$ cat src/rtl/alu_seq.sv
// alu_seq: runs a multi-byte AND/XOR/LSH/RSH through the 8-bit ALU, one byte per cycle.
// Define ALU_SEQ_STALL_EN to add a stall input that freezes progress while in RUN.
module alu_seq #(
  parameter int ADDR_W = 8,
  parameter int MAXLEN = 4,
  parameter int LEN_W  = 3
) (
  input  logic              Clk,
  input  logic              Reset,
  input  logic              start,
  input  logic [2:0]        op,
  input  logic [LEN_W-1:0]  len,
  input  logic [ADDR_W-1:0] a_base,
  input  logic [ADDR_W-1:0] b_base,
  input  logic [ADDR_W-1:0] d_base,
  input  logic              sc_init,
`ifdef ALU_SEQ_STALL_EN
  input  logic              stall,
`endif
  output logic [ADDR_W-1:0] rd_a_addr,
  input  logic [7:0]        rd_a_data,
  output logic [ADDR_W-1:0] rd_b_addr,
  input  logic [7:0]        rd_b_data,
  output logic              wr_en,
  output logic [ADDR_W-1:0] wr_addr,
  output logic [7:0]        wr_data,
  output logic [7:0]        alu_a,
  output logic [7:0]        alu_b,
  output logic [2:0]        alu_op,
  output logic              alu_sc_in,
  input  logic [7:0]        alu_out,
  input  logic              alu_sc_out,
  input  logic              alu_beven,
  output logic              busy,
  output logic              done,
  output logic              carry_out,
  output logic              zero_all,
  output logic              odd_all
);

  localparam logic [2:0] kNOP = 3'b000;
  localparam logic [2:0] kRSH = 3'b100;

  typedef enum logic [1:0] {S_IDLE, S_RUN, S_DONE} state_t;

  state_t             state_q, state_d;
  logic [2:0]         op_q;
  logic [LEN_W-1:0]   len_q;
  logic [ADDR_W-1:0]  a_q, b_q, d_q;
  logic [LEN_W-1:0]   i_q;
  logic               carry_q, zero_q, odd_q;

  logic [LEN_W-1:0]   len_clamp;
  logic [LEN_W-1:0]   k;
  logic               accept, advance, last;

  assign len_clamp = (len > LEN_W'(MAXLEN)) ? LEN_W'(MAXLEN) : len;
  assign accept    = (state_q == S_IDLE) && start;
`ifdef ALU_SEQ_STALL_EN
  assign advance   = (state_q == S_RUN) && !stall;
`else
  assign advance   = (state_q == S_RUN);
`endif
  assign last      = (i_q == len_q - LEN_W'(1));
  // RSH walks the word MSB first so the shifted-in bit flows downward
  assign k         = (op_q == kRSH) ? (len_q - LEN_W'(1) - i_q) : i_q;

  // Control state: reset applies here only
  always_ff @(posedge Clk) begin
    if (Reset) begin
      state_q <= S_IDLE;
      i_q     <= '0;
      carry_q <= 1'b0;
      zero_q  <= 1'b1;
      odd_q   <= 1'b0;
    end else begin
      state_q <= state_d;
      if (accept) begin
        i_q     <= '0;
        carry_q <= sc_init;
        zero_q  <= 1'b1;
        odd_q   <= 1'b0;
      end else if (advance) begin
        i_q     <= i_q + LEN_W'(1);
        carry_q <= alu_sc_out;
        zero_q  <= zero_q & (alu_out == 8'h00);
        odd_q   <= odd_q ^ alu_beven;
      end
    end
  end

  // Command capture: data only, no reset needed
  always_ff @(posedge Clk) begin
    if (accept) begin
      op_q  <= op;
      len_q <= len_clamp;
      a_q   <= a_base;
      b_q   <= b_base;
      d_q   <= d_base;
    end
  end

  always_comb begin
    state_d = state_q;
    case (state_q)
      S_IDLE: if (start) state_d = (len_clamp == '0) ? S_DONE : S_RUN;
      S_RUN:  if (advance && last) state_d = S_DONE;
      S_DONE: state_d = S_IDLE;
      default: state_d = S_IDLE;
    endcase
  end

  always_comb begin
    rd_a_addr = '0;
    rd_b_addr = '0;
    wr_addr   = '0;
    wr_data   = '0;
    wr_en     = 1'b0;
    alu_a     = '0;
    alu_b     = '0;
    alu_op    = kNOP;
    alu_sc_in = 1'b0;
    if (state_q == S_RUN) begin
      rd_a_addr = a_q + ADDR_W'(k);
      rd_b_addr = b_q + ADDR_W'(k);
      wr_addr   = d_q + ADDR_W'(k);
      wr_data   = alu_out;
      // Gate with Reset so no byte is written on the edge that aborts a run
      wr_en     = advance && !Reset;
      alu_a     = rd_a_data;
      alu_b     = rd_b_data;
      alu_op    = op_q;
      alu_sc_in = carry_q;
    end
  end

  assign busy      = (state_q != S_IDLE);
  assign done      = (state_q == S_DONE);
  assign carry_out = carry_q;
  assign zero_all  = zero_q;
  assign odd_all   = odd_q;

endmodule
$ cat config.mk
export PLATFORM = sky130hd
export DESIGN_NAME = alu_seq
export DESIGN_NICKNAME = d
export VERILOG_FILES = /design/src/rtl/alu_seq.sv
export SDC_FILE = /design/constraint.sdc
export NUM_CORES = 1
export LEC_CHECK = 0
export CAP_MARGIN = 20
export CORE_MARGIN = 2
export CORE_UTILIZATION = 28
export CTS_CLUSTER_SIZE = 40
export DETAILED_ROUTE_END_ITERATION = 6
export GPL_ROUTABILITY_DRIVEN = 0
export SKIP_CTS_REPAIR_TIMING = 1
export SYNTH_ARGS = -nofsm -noshare
export SYNTH_HDL_FRONTEND = slang
export SYNTH_SLANG_ARGS = --single-unit
$ cat constraint.sdc
create_clock -name Clk -period 3.2 [get_ports Clk]
set_input_delay 0.48 -clock Clk [delete_from_list [all_inputs] [get_ports Clk]]
set_output_delay 0.48 -clock Clk [all_outputs]
set_load 0.005 [all_outputs]
# After elaboration in Yosys (flattened, before gate mapping)
# Cells that the tools add are included.
# classes
magnitude_cmp,1
add_sub_neg,6
n_reduce_logical,11
muxes,17
n_bitwise,2
n_eq_ne,6
# op_table
cell,count
2-to-1 mux 8 bit,6
adder 8 x 3 -> 8 bit,3
2-to-1 mux 3 bit,3
zero test 8 bit,1
2-to-1 mux 2 bit,3
2-to-1 mux 1 bit,4
one-hot mux 2 bit (2 select lines),1
nonzero test 2 bit,2
adder 3 x 1 -> 3 bit (second input constant),1
equality test 3 bit,1
equality test 3 bit (second input constant),1
greater-than comparator 3 bit (second input constant),1
logical AND 1 bit,3
zero test 3 bit,1
subtractor 3 x 1 -> 3 bit (second input constant),1
subtractor 3 bit,1
equality test 2 x 1 -> 1 bit (second input constant),1
equality test 2 bit (second input constant),1
zero test 2 bit,1
inequality test 2 x 1 -> 1 bit (second input constant),1
inequality test 2 bit (second input constant),1
AND reduction 2 bit,1
OR reduction 2 bit,1
bitwise AND 1 bit,1
2 further kinds,2
# word_totals
wordCells,53
out_inout_bits,58
inputBits,60
ff_bits,38

# Depth between registers and ports, before layout
# logic_depth
ltp_word,6
mapped_depth,11
mapped_depth_nobuf,11

# Worst setup path before layout
# Ideal clock, no wire load.
# synth_timing
path_type,register -> output
from,reg len_q[0]
to,out rd_a_addr[6]
path_stages_with_launch,11
n_path_buf,0
arrival_time_ns,2.500
required_ns,2.720
setup_slack_ns,0.220
cell_sequence,edfxtp_1 inv_1 ha_1 fa_1 a21oi_1 inv_1 fa_1 nor2b_1 o2111ai_1 xor2_1 nor2_1
# synth_between
elab_chain_len,5
# synth_rtl
element,line,source
"start, declared",48,logic [LEN_W-1:0] len_q;
"start signal, assigned",96,len_q <= len_clamp;
subtractor 3 x 1 -> 3 bit,66,assign k = (op_q == kRSH) ? (len_q - LEN_W'(1) - i_q) : i_q;
subtractor 3 bit,66,
2-to-1 mux 3 bit,66,
adder 8 x 3 -> 8 bit,124,rd_a_addr = a_q + ADDR_W'(k);
2-to-1 mux 8 bit,123,if (state_q == S_RUN) begin
"end, declared",20,"output logic [ADDR_W-1:0] rd_a_addr,"
# No other way between the ends.

# Final worst setup path
# layout_timing
from,reg len_q[0]
to,out wr_addr[6]
# layout_between
elab_chain_len,5
# layout_rtl
element,line,source
subtractor 3 x 1 -> 3 bit,66,
subtractor 3 bit,66,
2-to-1 mux 3 bit,66,
adder 8 x 3 -> 8 bit,126,wr_addr = d_q + ADDR_W'(k);
2-to-1 mux 8 bit,123,
"end, declared",25,"output logic [ADDR_W-1:0] wr_addr,"
# No other way between the ends.

==> reports/metrics.csv <==
metric,value,unit
finalMaxSlewViolations,0,
slowest_delay,0.41,ns
timing.final.ws_setup,-0.194,ns
first_pass_iters,4,
finalHoldViolations,0,
wl,5.97,mm
vias,2023,
drtIter0Drc,42,
synth.area.top_cells,"edfxtp_1 40%, and2_1 8.3%, ha_1 7.2%",
dpl-instance-area,3640,um2
synth_cell_types,33,
crit_fanout,4,
grt_pass1_vias,1990,
max_freq,0.295,GHz
cp_slowest_cell,edfxtp_1,
ir_drop,0.000141,V
yosysTopAreaCell,edfxtp_1,
ys_seq_area_share,46.8,%
crit_chain,inv_2 -> ha_4 -> fa_2 -> xor2_1 -> nand2_2 -> xnor2_4 -> buf_4 -> ha_4 -> nor2b_4 -> o2111ai_2 -> xor2_1 -> nor2_1 -> buf_2,
stdcell_count,461,
drc_errors,0,
start_util,29.2,%
finClkSkew,0.00855,ns
yosys-top-cells-count,"30 x and2_1, 30 x edfxtp_1, 26 x nor2_1",
clk_pin_slew,0.08,ns
nets,435,
period_minus_slack,3.39,ns
die_h,94.0,um
antennaDiodeCount,0,
crit_path_end_kind,primary output,
ant_nets,0,
worstSetupPathType,reg -> out,
grt_start_max_net_pins,31,
fin_area,3970,um2
die_area,8830,um2
cp.required,2.72,ns
grt_pass1_wl,9.00,mm
clock_sinks,38,
slew_headroom,47.3,%
syn-cell-area,2270,um2
cp.arrival,2.91,ns
die_w,94.0,um
grt.overflow.total,0,
ios,118,
htreeDepth,2,
p_leak,0.00162,uW
portBuffers,117,
maxCapViolCount,0,
dp_slack,-0.542,ns
ys_ff_latch,38,
critPathLaunchType,flop,
cts_root_buf,clkbuf_8,
tightest_slew,0.791,ns
clockBufferDepth,2,
finish.utilization,51.1,%
drt-vias-per-instance,4.39,
core_area,7770,um2
synthFlopType,edfxtp_1,
power_density,343,nW/um2
synth_area_per_cell,10.2,um2
rows,32,
hpwl,4.47,mm
total_power,1360,uW
grt_antenna_before_repair,0,
hold_class,reg -> reg,
groute.usage.overall,13.1,%
finalSetupViolCount,16,
rsz0062_at_grt,yes,
syn_nets,299,
wl_per_cell,13.0,um
violations,setup timing,
synth.top_cell.area_share,39.8,%
cts_tree,yes,
finalCritPeriodShare,106,%
synth_edf_count,30,
numCtsBuffers,5,
critPathTopFamily,adder cells,
clk-insertion-delay-late,0.29,ns
crit_buf_inv,3,
syn_to_final_growth,75.0,%
post_route_cells_drive_above_1_share,21.7,%
syn_inst,222,
async_flop_share,0,%
dpl.cell_count,447,
status,finished with violations,
synth_warnings,0,
==> registers in the layout, summed over array words and instances (netlist names) <==
name,flops
d_q,8
state_q,2
a_q,8
op_q,3
odd_all,1
zero_all,1
carry_out,1
i_q,3
b_q,8
len_q,3
==> cell families (layout without fill, tap and decap cells) <==
kind of cell / after synthesis / count (layout) / share of synthesized area (%)
flops: 38 / 38 / 46.8
compound gates: 24 / 24 / 6.24
mux: 1 / 1 / 0.442
simple gates: 102 / 102 / 24.0
fa+ha+maj: 17 / 17 / 10.7
buf+inv: 19 / 156 / 3.64
xor+xnor: 21 / 21 / 8.12
==> power breakdown <==
| group | switching [uW] | internal (uW) | total (uW) |
|---|---|---|---|
| logic | 177 | 261 | 439 |
| clock network | 167 | 151 | 318 |
| registers | 27.5 | 576 | 604 |
| total | 372 | 989 | 1360 |
==> layout make-up <==
class,instances,area (um2)
flip-flops and latches,38,1060
repair buffers,137,1290
multi-input cells,165,1360
clock buffers,6,72.6
well taps,102,128
fillers,732,3800
clock inverters,2,10.0
inverters,11,41.3
==> routing by layer <==
| layer | track usage (%) | vias to the layer above | wire, um |
|---|---|---|---|
| li1 | - | 1018 | - |
| met1 | 14.9 | 917 | 2440 |
| met2 | 23.0 | 82 | 2940 |
| met3 | 4.65 | 6 | 503 |
| met4 | 3.99 | 0 | 80 |
| met5 | 0 | - | 0 |
==> metrics by stage <==
step,hold WS (ns),TNS [ns]
after global routing,0.490,-4.33
after detailed placement,0.444,-8.31
final,0.457,-1.66
after CTS,0.463,-15.24
after global placement,0.438,-6.89
after floorplan,0.450,0
==> path summary, 6_finish.rpt <==
path	slack [ns]	endpoint	depth (start not counted)	startpoint
setup / recovery	-0.19	wr_addr[6]	13	len_q[0]
setup reg to reg	1.56	carry_out	4	state_q[1]
hold reg to reg	0.46	zero_all	1	zero_all
hold / removal	0.46	zero_all	1	zero_all
==> worst register-to-register path, cell delays in order, from the launching register on <==
cell,delay (ns)
dfxtp_1,0.49
nand2b_1,0.67
nand2_1,0.11
a21o_1,0.19
a21oi_1,0.12
==> cell usage in the layout (no fill, tap or decap), types with 5 or more instances in the layout <==
master	count
clkbuf_8	5
nor2_1	25
xnor2_1	10
buf_4	18
dfxtp_1	8
xor2_1	10
nor3_1	5
a21oi_2	6
dlymetal6s2s_1	9
edfxtp_1	30
ha_1	9
inv_1	9
clkdlybuf4s50_1	96
nor2b_1	7
and2_1	30
nand2_1	12
buf_2	8
(Power assumes the default switching activity.)
